[src/rtl/clkdiv_pkg.sv]
`default_nettype none
// ============================================================================
// Module      : clkdiv_pkg
// Description : Shared state encoding for the run-time clock divider controller.
// Revision    : 1.0 - initial release
// ============================================================================
package clkdiv_pkg;

    localparam int unsigned STATE_W = 2;

    localparam logic [STATE_W-1:0] ST_OFF  = 2'd0;
    localparam logic [STATE_W-1:0] ST_RUN  = 2'd1;
    localparam logic [STATE_W-1:0] ST_STOP = 2'd2;

    typedef enum logic [STATE_W-1:0] {
        S_OFF  = ST_OFF,
        S_RUN  = ST_RUN,
        S_STOP = ST_STOP
    } clkdiv_state_t;

endpackage
`default_nettype wire

[src/rtl/clkdiv_core.sv]
`default_nettype none
// ============================================================================
// Module      : clkdiv_core
// Description : Half-period counter and toggle flop producing the divided clock.
// Revision    : 1.0 - initial release
// ============================================================================
module clkdiv_core
    import clkdiv_pkg::*;
#(
    parameter int WIDTH = 4
) (
    input  logic             clk,
    input  logic             rstn,
    input  logic             run,
    input  logic             load,
    input  logic [WIDTH-1:0] div,
    output logic             clk_div,
    output logic             boundary
);

    localparam logic [WIDTH-1:0] C_ONE = WIDTH'(1);

    logic [WIDTH-1:0] count_q, count_d;
    logic             clk_div_q, clk_div_d;
    logic             w_last;

    assign w_last = (count_q == (div - C_ONE));

    // load is a synchronous clear so the next run always starts at the low phase
    always_comb begin
        count_d   = count_q;
        clk_div_d = clk_div_q;
        if (load) begin
            count_d   = '0;
            clk_div_d = 1'b0;
        end else if (run) begin
            if (w_last) begin
                count_d   = '0;
                clk_div_d = ~clk_div_q;
            end else begin
                count_d = count_q + C_ONE;
            end
        end
    end

    always_ff @(posedge clk or negedge rstn) begin
        if (!rstn) begin
            count_q   <= '0;
            clk_div_q <= 1'b0;
        end else begin
            count_q   <= count_d;
            clk_div_q <= clk_div_d;
        end
    end

    assign clk_div  = clk_div_q;
    assign boundary = run && !load && w_last && clk_div_q;

endmodule
`default_nettype wire

[src/rtl/clkdiv_ctrl.sv]
`default_nettype none
// ============================================================================
// Module      : clkdiv_ctrl
// Description : Enable/stop sequencing and glitch-free ratio updates for clkdiv_core.
// Revision    : 1.0 - initial release
// ============================================================================
module clkdiv_ctrl
    import clkdiv_pkg::*;
#(
    parameter int WIDTH   = 4,
    parameter int DEF_DIV = 3
) (
    input  logic             clk,
    input  logic             rstn,
    input  logic             en,
    input  logic             cfg_valid,
    input  logic [WIDTH-1:0] cfg_div,
    output logic             cfg_ready,
    output logic             clk_div,
    output logic             period_tick,
    output logic [WIDTH-1:0] cur_div,
    output logic             cfg_err,
    output logic             busy
);

    clkdiv_state_t    state_q, state_d;
    logic [WIDTH-1:0] cur_div_q, cur_div_d;
    logic [WIDTH-1:0] pend_div_q, pend_div_d;
    logic             pend_vld_q, pend_vld_d;
    logic             period_tick_q, period_tick_d;
    logic             cfg_err_q, cfg_err_d;

    logic             w_active;
    logic             w_xfer;
    logic             w_zero;
    logic             w_boundary;

    assign w_active = (state_q != S_OFF);
    assign w_xfer   = cfg_valid && !pend_vld_q;
    assign w_zero   = (cfg_div == '0);

    clkdiv_core #(
        .WIDTH (WIDTH)
    ) u_core (
        .clk      (clk),
        .rstn     (rstn),
        .run      (w_active),
        .load     (!w_active),
        .div      (cur_div_q),
        .clk_div  (clk_div),
        .boundary (w_boundary)
    );

    always_comb begin
        state_d       = state_q;
        cur_div_d     = cur_div_q;
        pend_div_d    = pend_div_q;
        pend_vld_d    = pend_vld_q;
        period_tick_d = w_boundary;
        cfg_err_d     = w_xfer && w_zero;

        case (state_q)
            S_OFF:   if (en) state_d = S_RUN;
            S_RUN:   if (!en) state_d = S_STOP;
            S_STOP: begin
                if (en)              state_d = S_RUN;
                else if (w_boundary) state_d = S_OFF;
            end
            default: state_d = S_OFF;
        endcase

        // While stopped nothing is toggling, so a new ratio can apply at once
        if (w_xfer && !w_zero) begin
            if (!w_active) begin
                cur_div_d = cfg_div;
            end else begin
                pend_div_d = cfg_div;
                pend_vld_d = 1'b1;
            end
        end

        if (w_boundary && pend_vld_q) begin
            cur_div_d  = pend_div_q;
            pend_vld_d = 1'b0;
        end
    end

    always_ff @(posedge clk or negedge rstn) begin
        if (!rstn) begin
            state_q       <= S_OFF;
            cur_div_q     <= WIDTH'(DEF_DIV);
            pend_div_q    <= '0;
            pend_vld_q    <= 1'b0;
            period_tick_q <= 1'b0;
            cfg_err_q     <= 1'b0;
        end else begin
            state_q       <= state_d;
            cur_div_q     <= cur_div_d;
            pend_div_q    <= pend_div_d;
            pend_vld_q    <= pend_vld_d;
            period_tick_q <= period_tick_d;
            cfg_err_q     <= cfg_err_d;
        end
    end

    assign cfg_ready   = !pend_vld_q;
    assign cur_div     = cur_div_q;
    assign period_tick = period_tick_q;
    assign cfg_err     = cfg_err_q;
    assign busy        = w_active || pend_vld_q;

endmodule
`default_nettype wire

[config.mk]
export PLATFORM = sky130hd
export DESIGN_NAME = clkdiv_ctrl
export DESIGN_NICKNAME = d
export VERILOG_FILES = /design/src/rtl/clkdiv_pkg.sv /design/src/rtl/clkdiv_core.sv /design/src/rtl/clkdiv_ctrl.sv
export SDC_FILE = /design/constraint.sdc
export NUM_CORES = 1
export LEC_CHECK = 0
export CELL_PAD_IN_SITES_DETAIL_PLACEMENT = 1
export CELL_PAD_IN_SITES_GLOBAL_PLACEMENT = 2
export CORE_ASPECT_RATIO = 0.6
export CORE_UTILIZATION = 33
export DETAILED_ROUTE_END_ITERATION = 8
export PLACE_DENSITY_LB_ADDON = 0.1
export SLEW_MARGIN = 15
export SYNTH_ARGS = -nofsm -noshare
export SYNTH_HDL_FRONTEND = slang
export SYNTH_SLANG_ARGS = --single-unit
[constraint.sdc]
create_clock -name clk -period 3.1 [get_ports clk]
set_clock_uncertainty 0.15 [all_clocks]
set_input_delay 0.62 -clock clk [delete_from_list [all_inputs] [get_ports clk]]
set_output_delay 0.62 -clock clk [all_outputs]
set_load 0.05 [all_outputs]
==> results of run 1 <==
## power breakdown
group	internal, mW	switching, mW	total, mW
clock	0.113	0.0808	0.194
combinational	0.236	0.327	0.562
sequential	0.325	0.0742	0.399
## worst register-to-register path, stage by stage (launching register included)
cell and delay [ns]:
dfstp_2 0.59, inv_1 0.06, ha_1 0.30, xor2_1 0.18, nand3_2 0.18, nor4_4 0.43, mux2_2 0.39
## flip-flops by register name (all words and copies together) (netlist names)
| register | flops |
|---|---|
| cfg_err | 1 |
| cur_div | 4 |
| pend_div_q | 4 |
| pend_vld_q | 1 |
| period_tick | 1 |
| state_q | 2 |
| u_core.clk_div | 1 |
| u_core.count_q | 4 |
## cells in the mapped netlist
master / instances / area (sq um)
xor2_1: 3 / 26.28
nor4_1: 1 / 6.260
dfstp_2: 2 / 52.55
nand3_1: 1 / 5.000
inv_1: 5 / 18.77
nor3_1: 5 / 25.02
nor3b_1: 1 / 7.510
mux2_2: 8 / 90.09
nor2_1: 4 / 15.01
xnor2_1: 3 / 26.28
mux2_1: 4 / 45.04
mux2i_1: 1 / 10.01
a21oi_1: 1 / 5.000
dfrtp_1: 16 / 400.4
a21boi_0: 1 / 7.510
nand2_1: 3 / 11.26
nand2b_1: 2 / 12.51
nor4_4: 1 / 21.27
xnor3_1: 1 / 22.52
o311ai_0: 1 / 8.760
or2_1: 1 / 6.260
nand3_2: 1 / 10.01
nor2b_1: 1 / 6.260
nor3_2: 2 / 20.02
ha_1: 2 / 25.02
## final cells by class
class,instances,area [sq um],area share (%)
Multi-Input combinational cell,48,412.9,36.22
Tap cell,32,40.04,3.513
Clock buffer,4,55.05,4.830
Sequential cell,18,452.9,39.74
Timing Repair Buffer,16,160.2,14.05
Inverter,5,18.77,1.647
## metrics by stage
stage | cell area [sq um] | util [%] | hold WS [ns] | setup slack (ns)
floorplan | 884.6 | - | 0.1744 | 0.7648
global placement | 1085 | 43.01 | 0.3392 | 0.5359
detailed placement | 1085 | 43.01 | 0.3413 | 0.4738
CTS | 1140 | 45.19 | 0.3653 | 0.4169
global route | 1140 | 45.19 | 0.3825 | 0.3051
finish | 1140 | 45.19 | 0.3638 | 0.4326
## layout by cell type, fill, tap and decap left out
cell	Yosys	final
dfrtp_1	16	16
clkdlybuf4s50_1	0	16
mux2_2	8	8
inv_1	5	5
nor3_1	5	5
nor2_1	4	4
mux2_1	4	4
clkbuf_8	0	4
xnor2_1	3	3
xor2_1	3	3
nand2_1	3	3
nor3_2	2	2
nand2b_1	2	2
ha_1	2	2
dfstp_2	2	2
xnor3_1	1	1
nand3_2	1	1
nor3b_1	1	1
or2_1	1	1
nand3_1	1	1
nor4_1	1	1
nor2b_1	1	1
nor4_4	1	1
a21boi_0	1	1
mux2i_1	1	1
o311ai_0	1	1
a21oi_1	1	1
## cell families after synthesis
| logic type | count (synthesis) | share of synthesized area, % |
|---|---|---|
| multiplexers | 13 | 16.41 |
| XOR/XNOR | 7 | 8.487 |
| flip-flops | 18 | 51.20 |
| AND/OR/NAND/NOR | 23 | 16.55 |
| adder cells (fa/ha/maj) | 2 | 2.828 |
| buffers and inverters | 5 | 2.122 |
| AO/OA/AOI/OAI | 3 | 2.404 |
## layer usage
| metal | global-route usage, % | share of wire [%] | vias up |
|---|---|---|---|
| met4 | 4.898 | 0.42 | 0 |
| met3 | 5.707 | 5.3 | 2 |
| met2 | 22.33 | 41 | 14 |
| met1 | 23.36 | 53 | 287 |
| met5 | 0 | 0 | - |
| li1 | - | - | 285 |
## worst max path at each step
stage,start,end,slack [ns]
detailed placement,cfg_div[2],cur_div[3],0.47
CTS,state_q[0],busy,0.42
floorplan,cur_div[0],cur_div[2],0.76
global route,state_q[0],busy,0.31
global placement,cfg_div[0],pend_div_q[3],0.54
finish,state_q[0],busy,0.43
==> key figures, run 1 <==
Final layout
  • Non-Filler Instances: 123
  • # fillers: 270
  • Layout cell share with drive strength beyond 1: 19.78%
  • ANT cells: 0
  • Layout overhead on the synthesized area: 28.85%
  • NumNets Final: 102

Die
  • Die height: 42.11 um
  • DIE WIDTH: 68.84 um
  • Io pins: 17
  • Die ar.: 2899 sq um
  • Initial Util: 35.07%
  • Rows: 14
  • Total core area: 2522 sq um

Detailed routing
  • Final ANT Viol Nets: 0
  • Final wirelength: 1.921 mm
  • Iteration-0 DRC Markers: 23
  • Avg WL per Cell: 15.62 um
  • Detailed-router iteration count before antenna repair: 4
  • Drt drc: 0
  • Avg Vias per Cell: 4.780
  • Vias post-DR: 588

Pwr
  • Leak: 0.4759 nW
  • Overall Power: 1.155 mW
  • Power Dens Cells: 1014 nW/um^2
  • VDD IR max: 0.5235 mV

GRT
  • Initial antenna violation count: 0
  • GRT overflow: 0
  • Number of global-route vias before repair: 663
  • Global-route wire length before repair: 3.208 mm
  • Pin count of the biggest net entering global routing: 19
  • Total track usage: 16.13%

Yosys
  • Syn Std Cell Area: 884.6 sq um
  • Sequential element share of the synthesized area: 51.20%
  • Mean area per synthesized cell: 12.46 sq um
  • Synthesis Warnings: 0
  • Synth cell types: 25
  • Cells after Synth: 71
  • Synthesis-stage register bit count: 18
  • Total nets after synthesis: 81

STA
  • Final hold viol count: 0
  • Count of final setup violators: 0
  • Final setup TNS: 0 ns
  • Slew headroom: 43.77%
  • Unrepaired setup endpoints after global routing: no
  • Final Cycle Share: 86.04%
  • Worst slew pin tran: 0.8407 ns
  • Final Max Slew Viols: 0
  • Highest clock rate: 374.9 MHz
  • Period minus WS final: 2.667 ns

Min path
  • End of the worst hold path: pend_div_q[3]
  • Hold Crit Class: reg2reg
  • Worst hold path startpoint: pend_div_q[3]
  • Hold depth: 1

Setup path
  • Critical path depth: 3
  • FF-to-FF Start: cur_div[0]
  • Slowest CP cell: clkdlybuf4s50_1
  • R2R setup slack: 0.71 ns
  • Count of buffer and inverter cells on the critical path: 1
  • CP Class: reg2out
  • Crit-path leading delay family: buffers and inverters
  • CP required: 2.33 ns
  • Reg2reg path depth: 6
  • Worst path arrival time: 1.90 ns
  • CP max stage delay: 0.71 ns
  • CP Max Fanout: 6
  • Critical Path Source Type: register
  • Worst-path cell chain: nor2_1 -> nand2_1 -> clkdlybuf4s50_1
  • Reg2reg end: cur_div[3]
  • Crit end category: output port

CTS
  • Hold buffer count at cts: 0
  • Number of CTS-inserted buffers: 3
  • PostCTS Resize Cnt: 0
  • H-tree depth: 1
  • CTS tree: done
  • Root Buffer: clkbuf_8
  • Clk pin slew, worst setup/hold paths: 0.07 ns
  • Clk_lat worst skew: 0.26 ns
  • Post-CTS setup buffer count: 0
  • Clock Tree Buf Depth: 2
  • Clock sinks: 18

Placed design
  • Post-DP HPWL: 1.402 mm
  • Placed Cells: 119
  • GPL Wtd Cong: 0.7014
  • Port buffer count: 16

Run
  • Max-cap violations: 0

Run status
  • Status: completed
Power figures use the tool's default switching activity.
==> run 2: changes to the inputs <==
--- a/config.mk
+++ b/config.mk
@@ -10,3 +10,3 @@
 export CORE_ASPECT_RATIO = 0.6
-export CORE_UTILIZATION = 33
+export CORE_UTILIZATION = 35
 export DETAILED_ROUTE_END_ITERATION = 8
==> constraint.sdc (replaced) <==
create_clock -name clk -period 3.47 [get_ports clk]
set_clock_uncertainty 0.15 [all_clocks]
set_input_delay 0.694 -clock clk [delete_from_list [all_inputs] [get_ports clk]]
set_output_delay 0.694 -clock clk [all_outputs]
set_load 0.02 [all_outputs]
==> run 2 against run 1 <==
  * Via count is 1.7% lower
  * Clock power is 28% lower
  * Global-route usage is 0.058 points higher
  * Sequential power is 11% lower
  * Worst hold slack worse by 0.0058 ns
  * Cell count is 2.4% lower
  * Design area is 1.4% lower
  * Power is 21% lower
  * Non-clock buffer count stayed put
  * Sequential share of layout area is 0.58 points higher
  * Wire length is 5.3% lower
  * Register-to-register slack better by 0.44 ns
==> key figures, run 2 (same netlist as run 1, synthesis figures left out) <==
Setup path
  • CP Max Fanout: 6 (unchanged)
  • Crit end category: output port (unchanged)
  • Slowest CP cell: clkdlybuf4s50_1 (unchanged)
  • CP Class: reg2out (unchanged)
  • Worst-path cell chain: nor2_1 -> nand2_1 -> clkdlybuf4s50_1 (unchanged)
  • Crit-path leading delay family: buffers and inverters (unchanged)
  • Count of buffer and inverter cells on the critical path: 1 (unchanged)
  • FF-to-FF Start: cur_div[0] (unchanged)
  • CP startpoint: state_q[0] (unchanged)
  • CP required: 2.63 ns (was 2.33 ns)
  • Critical Path Source Type: register (unchanged)
  • Worst path arrival time: 1.67 ns (was 1.90 ns)
  • CP max stage delay: 0.55 ns (was 0.71 ns)

CTS
  • Number of CTS-inserted buffers: 3 (unchanged)
  • CTS tree: done (unchanged)
  • Clock Tree Buf Depth: 2 (unchanged)
  • Hold buffer count at cts: 0 (unchanged)
  • H-tree depth: 1 (unchanged)
  • Clock sinks: 18 (unchanged)
  • Clk_lat worst skew: 0.25 ns (was 0.26 ns)
  • Clk pin slew, worst setup/hold paths: 0.06 ns (was 0.07 ns)
  • Post-CTS setup buffer count: 0 (unchanged)
  • Root Buffer: clkbuf_8 (unchanged)
  • PostCTS Resize Cnt: 0 (unchanged)

Die
  • DIE WIDTH: 66.90 um (was 68.84 um)
  • Rows: 13 (was 14)
  • Total core area: 2277 sq um (was 2522 sq um)
  • Io pins: 17 (unchanged)
  • Die ar.: 2739 sq um (was 2899 sq um)
  • Die height: 40.94 um (was 42.11 um)
  • Initial Util: 38.85% (was 35.07%)

Placed design
  • Area post-placement: 1082 sq um (was 1085 sq um)
  • Place WS: 0.7178 ns (was 0.4738 ns)
  • Port buffer count: 16 (unchanged)
  • Post-DP HPWL: 1.421 mm (was 1.402 mm)
  • GPL Wtd Cong: 0.7355 (was 0.7014)

Pwr
  • P_sw: 335.7 uW (was 481.5 uW)
  • VDD IR max: 0.3236 mV (was 0.5235 mV)
  • Clock Power Share: 15.3% (was 16.8%)
  • Power Dens Cells: 813.4 nW/um^2 (was 1014 nW/um^2)
  • Seq pwr share: 38.9% (was 34.6%)
  • Combinational share of power: 45.8% (was 48.7%)
  • Switching Fraction: 36.73% (was 41.67%)
  • Internal power: 578.2 uW (was 674.0 uW)
  • Leak: 0.4687 nW (was 0.4759 nW)

STA
  • Worst setup margin: 0.9535 ns (was 0.4326 ns)
  • Unrepaired setup endpoints after global routing: no (unchanged)
  • Worst slew pin tran: 0.8375 ns (was 0.8407 ns)
  • Final setup TNS: 0 ns (unchanged)
  • Final Max Slew Viols: 0 (unchanged)
  • Final Cycle Share: 72.52%
  • Period minus WS final: 2.517 ns
  • Slew headroom: 43.99% (was 43.77%)
  • Count of final setup violators: 0 (unchanged)
  • Highest clock rate: 397.4 MHz
  • Final hold viol count: 0 (unchanged)

Min path
  • Hold Crit Class: reg2reg (unchanged)
  • Worst hold path startpoint: pend_div_q[3] (unchanged)

GRT
  • Pin count of the biggest net entering global routing: 19 (unchanged)
  • Number of global-route vias before repair: 556 (was 663)
  • Total track usage: 16.19% (was 16.13%)
  • Initial antenna violation count: 0 (unchanged)
  • Global-route wire length before repair: 2.870 mm (was 3.208 mm)
  • GRT overflow: 0 (unchanged)

Final layout
  • NumNets Final: 102 (unchanged)
  • Post-Layout Inst Area: 1124 sq um (was 1140 sq um)
  • Layout cell share with drive strength beyond 1: 18.89% (was 19.78%)
  • # fillers: 257 (was 270)
  • Layout overhead on the synthesized area: 27.02% (was 28.85%)
  • ANT cells: 0 (unchanged)
  • Commonest cells after routing, fill and taps aside: 16 x dfrtp_1, 16 x clkdlybuf4s50_1, 8 x mux2_2 (unchanged)

Detailed routing
  • Iteration-0 DRC Markers: 12 (was 23)
  • Final wirelength: 1.819 mm (was 1.921 mm)
  • Final ANT Viol Nets: 0 (unchanged)
  • Vias post-DR: 578 (was 588)
  • Detailed-router iteration count before antenna repair: 4 (unchanged)
  • Avg WL per Cell: 15.16 um (was 15.62 um)
  • Drt drc: 0 (unchanged)
  • Avg Vias per Cell: 4.817 (was 4.780)

Run status
  • Status: completed (unchanged)

Run
  • Max-cap violations: 0 (unchanged)
## run 2: cell types whose count changed in the layout (fill, tap and decap cells not counted)
| cell | delta |
|---|---|
| clkbuf_8 | -1 |
## run 2: area by class of cell
| type | count | area [sq um] | share of cell area (%) |
|---|---|---|---|
| clock buffers | 3 | 41.29 | 3.675 |
| flip-flops and latches | 18 | 452.9 | 40.31 |
| multi-input cells | 48 | 412.9 | 36.75 |
| repair buffers | 16 | 160.2 | 14.25 |
| well taps | 30 | 37.54 | 3.341 |
| inverters | 5 | 18.77 | 1.670 |
## run 2: metrics by stage
stage	std cells	hold slack [ns]	util [%]	power, mW
floorplan	71	0.2484	-	0.6408
global placement	117	0.3435	47.53	0.7731
detailed placement	117	0.3423	47.53	0.7816
CTS	120	0.3598	49.34	0.9298
global route	120	0.3782	49.34	0.9838
finish	120	0.3581	49.34	0.9139
## run 2: power by group through the flow
stage	clock network (mW)	registers [mW]	logic (mW)
finish	0.140	0.355	0.419
global route	0.157	0.367	0.460
CTS	0.148	0.357	0.425
detailed placement	0	0.361	0.421
global placement	0	0.361	0.412
floorplan	0	0.376	0.265
## run 2: worst paths after layout
path / cells after the start / slack, ns / endpoint
min in group asynchronous: 1 / 0.77 / u_core.count_q[2]
max in group asynchronous: 1 / 1.88 / pend_div_q[0]
hold / removal: 1 / 0.36 / cur_div[3]
hold reg to reg: 1 / 0.36 / cur_div[3]
setup reg to reg: 6 / 1.15 / cur_div[2]
setup / recovery: 3 / 0.95 / busy
## run 2: layer usage
metal	vias up	part of all wire (%)	global-route usage, %
met5	-	0	0
met4	0	0.71	4.787
met3	2	5.2	5.833
met2	14	41	23.99
met1	277	53	22.24
li1	285	-	-
==> run 3: changes to the inputs <==
- CORE_UTILIZATION: 35 -> 33
- clock period: 3.47 -> 2.5 ns (I/O delays scaled with it)
==> run 3 against run 2 <==
  * Flip-flop and latch count unchanged
  * Via count is 4.2% higher
  * Critical path depth grew 3
  * Worst hold slack improved by 0.0040 ns
  * Utilization decreased by 2.4 points
  * Setup slack worse by 0.79 ns
  * Sequential power up 37%
  * Critical endpoint is now cur_div[2]
==> key figures, run 3 (same netlist as run 1, synthesis figures left out) <==
Setup path
  • Worst-path cell chain: inv_1 -> ha_1 -> xor2_1 -> nand3_2 -> nor4_4 -> mux2_2 (was nor2_1 -> nand2_1 -> clkdlybuf4s50_1)
  • CP startpoint: cur_div[1] (was state_q[0])
  • CP Class: reg2reg (was reg2out)
  • CP required: 2.49 ns (was 2.63 ns)
  • FF-to-FF Start: cur_div[1] (was cur_div[0])
  • Slowest CP cell: dfstp_2 (was clkdlybuf4s50_1)
  • CP max stage delay: 0.57 ns (was 0.55 ns)
  • Critical Path Source Type: register (unchanged)
  • CP Max Fanout: 5 (was 6)
  • Crit end category: register (was output port)
  • Worst path arrival time: 2.33 ns (was 1.67 ns)

CTS
  • Number of CTS-inserted buffers: 3 (unchanged)
  • CTS tree: done (unchanged)
  • Hold buffer count at cts: 0 (unchanged)
  • Post-CTS setup buffer count: 0 (unchanged)
  • Clock Tree Buf Depth: 2 (unchanged)
  • PostCTS Resize Cnt: 0 (unchanged)
  • Clock sinks: 18 (unchanged)
  • Clk pin slew, worst setup/hold paths: 0.07 ns (was 0.06 ns)
  • H-tree depth: 1 (unchanged)
  • Root Buffer: clkbuf_8 (unchanged)
  • Clk_lat worst skew: 0.25 ns (about the same)

Min path
  • Worst hold path startpoint: pend_div_q[3] (unchanged)
  • Hold Crit Class: reg2reg (unchanged)

Placed design
  • Port buffer count: 16 (unchanged)
  • GPL Wtd Cong: 0.7139 (was 0.7355)
  • Placed Cells: 125 (was 117)
  • Area post-placement: 1130 sq um (was 1082 sq um)
  • Post-DP HPWL: 1.539 mm (was 1.421 mm)

Detailed routing
  • Avg Vias per Cell: 4.667 (was 4.817)
  • Vias post-DR: 602 (was 578)
  • Final ANT Viol Nets: 0 (unchanged)
  • Drt drc: 0 (unchanged)
  • Detailed-router iteration count before antenna repair: 3 (was 4)
  • Final wirelength: 2.033 mm (was 1.819 mm)
  • Met1 wire length: 1.072 mm (was 964 um)
  • WL met3: 73 um (was 94 um)
  • Met2 wire len: 867 um (was 747 um)
  • Max Used Layer: met4 (unchanged)
  • Iteration-0 DRC Markers: 35 (was 12)
  • Avg WL per Cell: 15.76 um (was 15.16 um)

Final layout
  • ANT cells: 0 (unchanged)
  • Layout overhead on the synthesized area: 33.95% (was 27.02%)
  • Post-Layout Inst Area: 1185 sq um (was 1124 sq um)
  • NumNets Final: 108 (was 102)
  • Commonest cells after routing, fill and taps aside: 16 x dfrtp_1, 16 x clkdlybuf4s50_1, 8 x mux2_2 (unchanged)
  • Final core area utilization: 46.97% (was 49.34%)
  • Non-Filler Instances: 129 (was 120)
  • Layout cell share with drive strength beyond 1: 24.74% (was 18.89%)

STA
  • Highest clock rate: 427.7 MHz
  • Final Cycle Share: 93.53%
  • Final setup TNS: 0 ns (unchanged)
  • Slew headroom: 63.90% (was 43.99%)
  • Worst slew pin tran: 0.5376 ns (was 0.8375 ns)
  • Final hold viol count: 0 (unchanged)
  • Unrepaired setup endpoints after global routing: no (unchanged)
  • Final Max Slew Viols: 0 (unchanged)
  • Count of final setup violators: 0 (unchanged)
  • Period minus WS final: 2.338 ns

Run status
  • Status: completed (unchanged)

Die
  • Die ar.: 2899 sq um (was 2739 sq um)
  • Total core area: 2522 sq um (was 2277 sq um)
  • Die height: 42.11 um (was 40.94 um)
  • Initial Util: 35.07% (was 38.85%)
  • Rows: 14 (was 13)
  • Io pins: 17 (unchanged)
  • DIE WIDTH: 68.84 um (was 66.90 um)

GRT
  • Global-route wire length before repair: 3.546 mm (was 2.870 mm)
  • GRT overflow: 0 (unchanged)
  • Total track usage: 17.93% (was 16.19%)
  • Pin count of the biggest net entering global routing: 19 (unchanged)
  • Number of global-route vias before repair: 652 (was 556)
  • Initial antenna violation count: 0 (unchanged)

Run
  • Max-cap violations: 0 (unchanged)

Pwr
  • VDD IR max: 0.3435 mV (was 0.3236 mV)
  • Leak: 0.5061 nW (was 0.4687 nW)
  • Power Dens Cells: 1137 nW/um^2 (was 813.4 nW/um^2)
-- run 3: metal layers --
| metal | vias to the layer above | global-route usage, % |
|---|---|---|
| li1 | 299 | - |
| met1 | 289 | 26.16 |
| met2 | 12 | 24.66 |
| met3 | 2 | 5.707 |
| met4 | 0 | 6.122 |
| met5 | - | 0 |
-- run 3: cell type report --
type / instances / area, sq um
repair buffers: 22 / 205.2
inverters: 5 / 18.77
multi-input cells: 48 / 412.9
fillers: 281 / 1338
clock buffers: 4 / 55.05
flip-flops and latches: 18 / 452.9
well taps: 32 / 40.04
-- run 3: worst max-delay path, delay by kind of cell, from the launching register on --
| kind | cells | cell delay (ns) |
|---|---|---|
| xor+xnor | 1 | 0.18 |
| mux | 1 | 0.39 |
| buf+inv | 1 | 0.05 |
| simple gates | 2 | 0.62 |
| fa+ha+maj | 1 | 0.28 |
| flops | 1 | 0.57 |
-- run 3: worst paths after layout --
path                       slack, ns            end  cells past startpoint
max reg2reg                     0.16     cur_div[2]                      6
min                             0.36  pend_div_q[3]                      1
max in group asynchronous       1.51     cur_div[1]                      2
min in group asynchronous       0.43  pend_div_q[2]                      2
max                             0.16     cur_div[2]                      6
min reg2reg                     0.36  pend_div_q[3]                      1
-- run 3: power by group --
part | switching, mW | internal [mW] | total (mW)
Sequential | 0.0858 | 0.403 | 0.488
Combinational | 0.309 | 0.310 | 0.620
Clock | 0.0990 | 0.140 | 0.239
Total | 0.494 | 0.853 | 1.35
-- run 3: metrics by stage --
| step | hold slack [ns] | worst slack [ns] | power [mW] |
|---|---|---|---|
| final | 0.3620 | 0.1617 | 1.347 |
| after global routing | 0.3967 | 0.02513 | 1.455 |
| after CTS | 0.3604 | 0.1368 | 1.367 |
| after detailed placement | 0.3420 | 0.07191 | 1.116 |
| after global placement | 0.3376 | 0.1534 | 1.097 |
| after floorplan | 0.05441 | 0.2891 | 0.8894 |
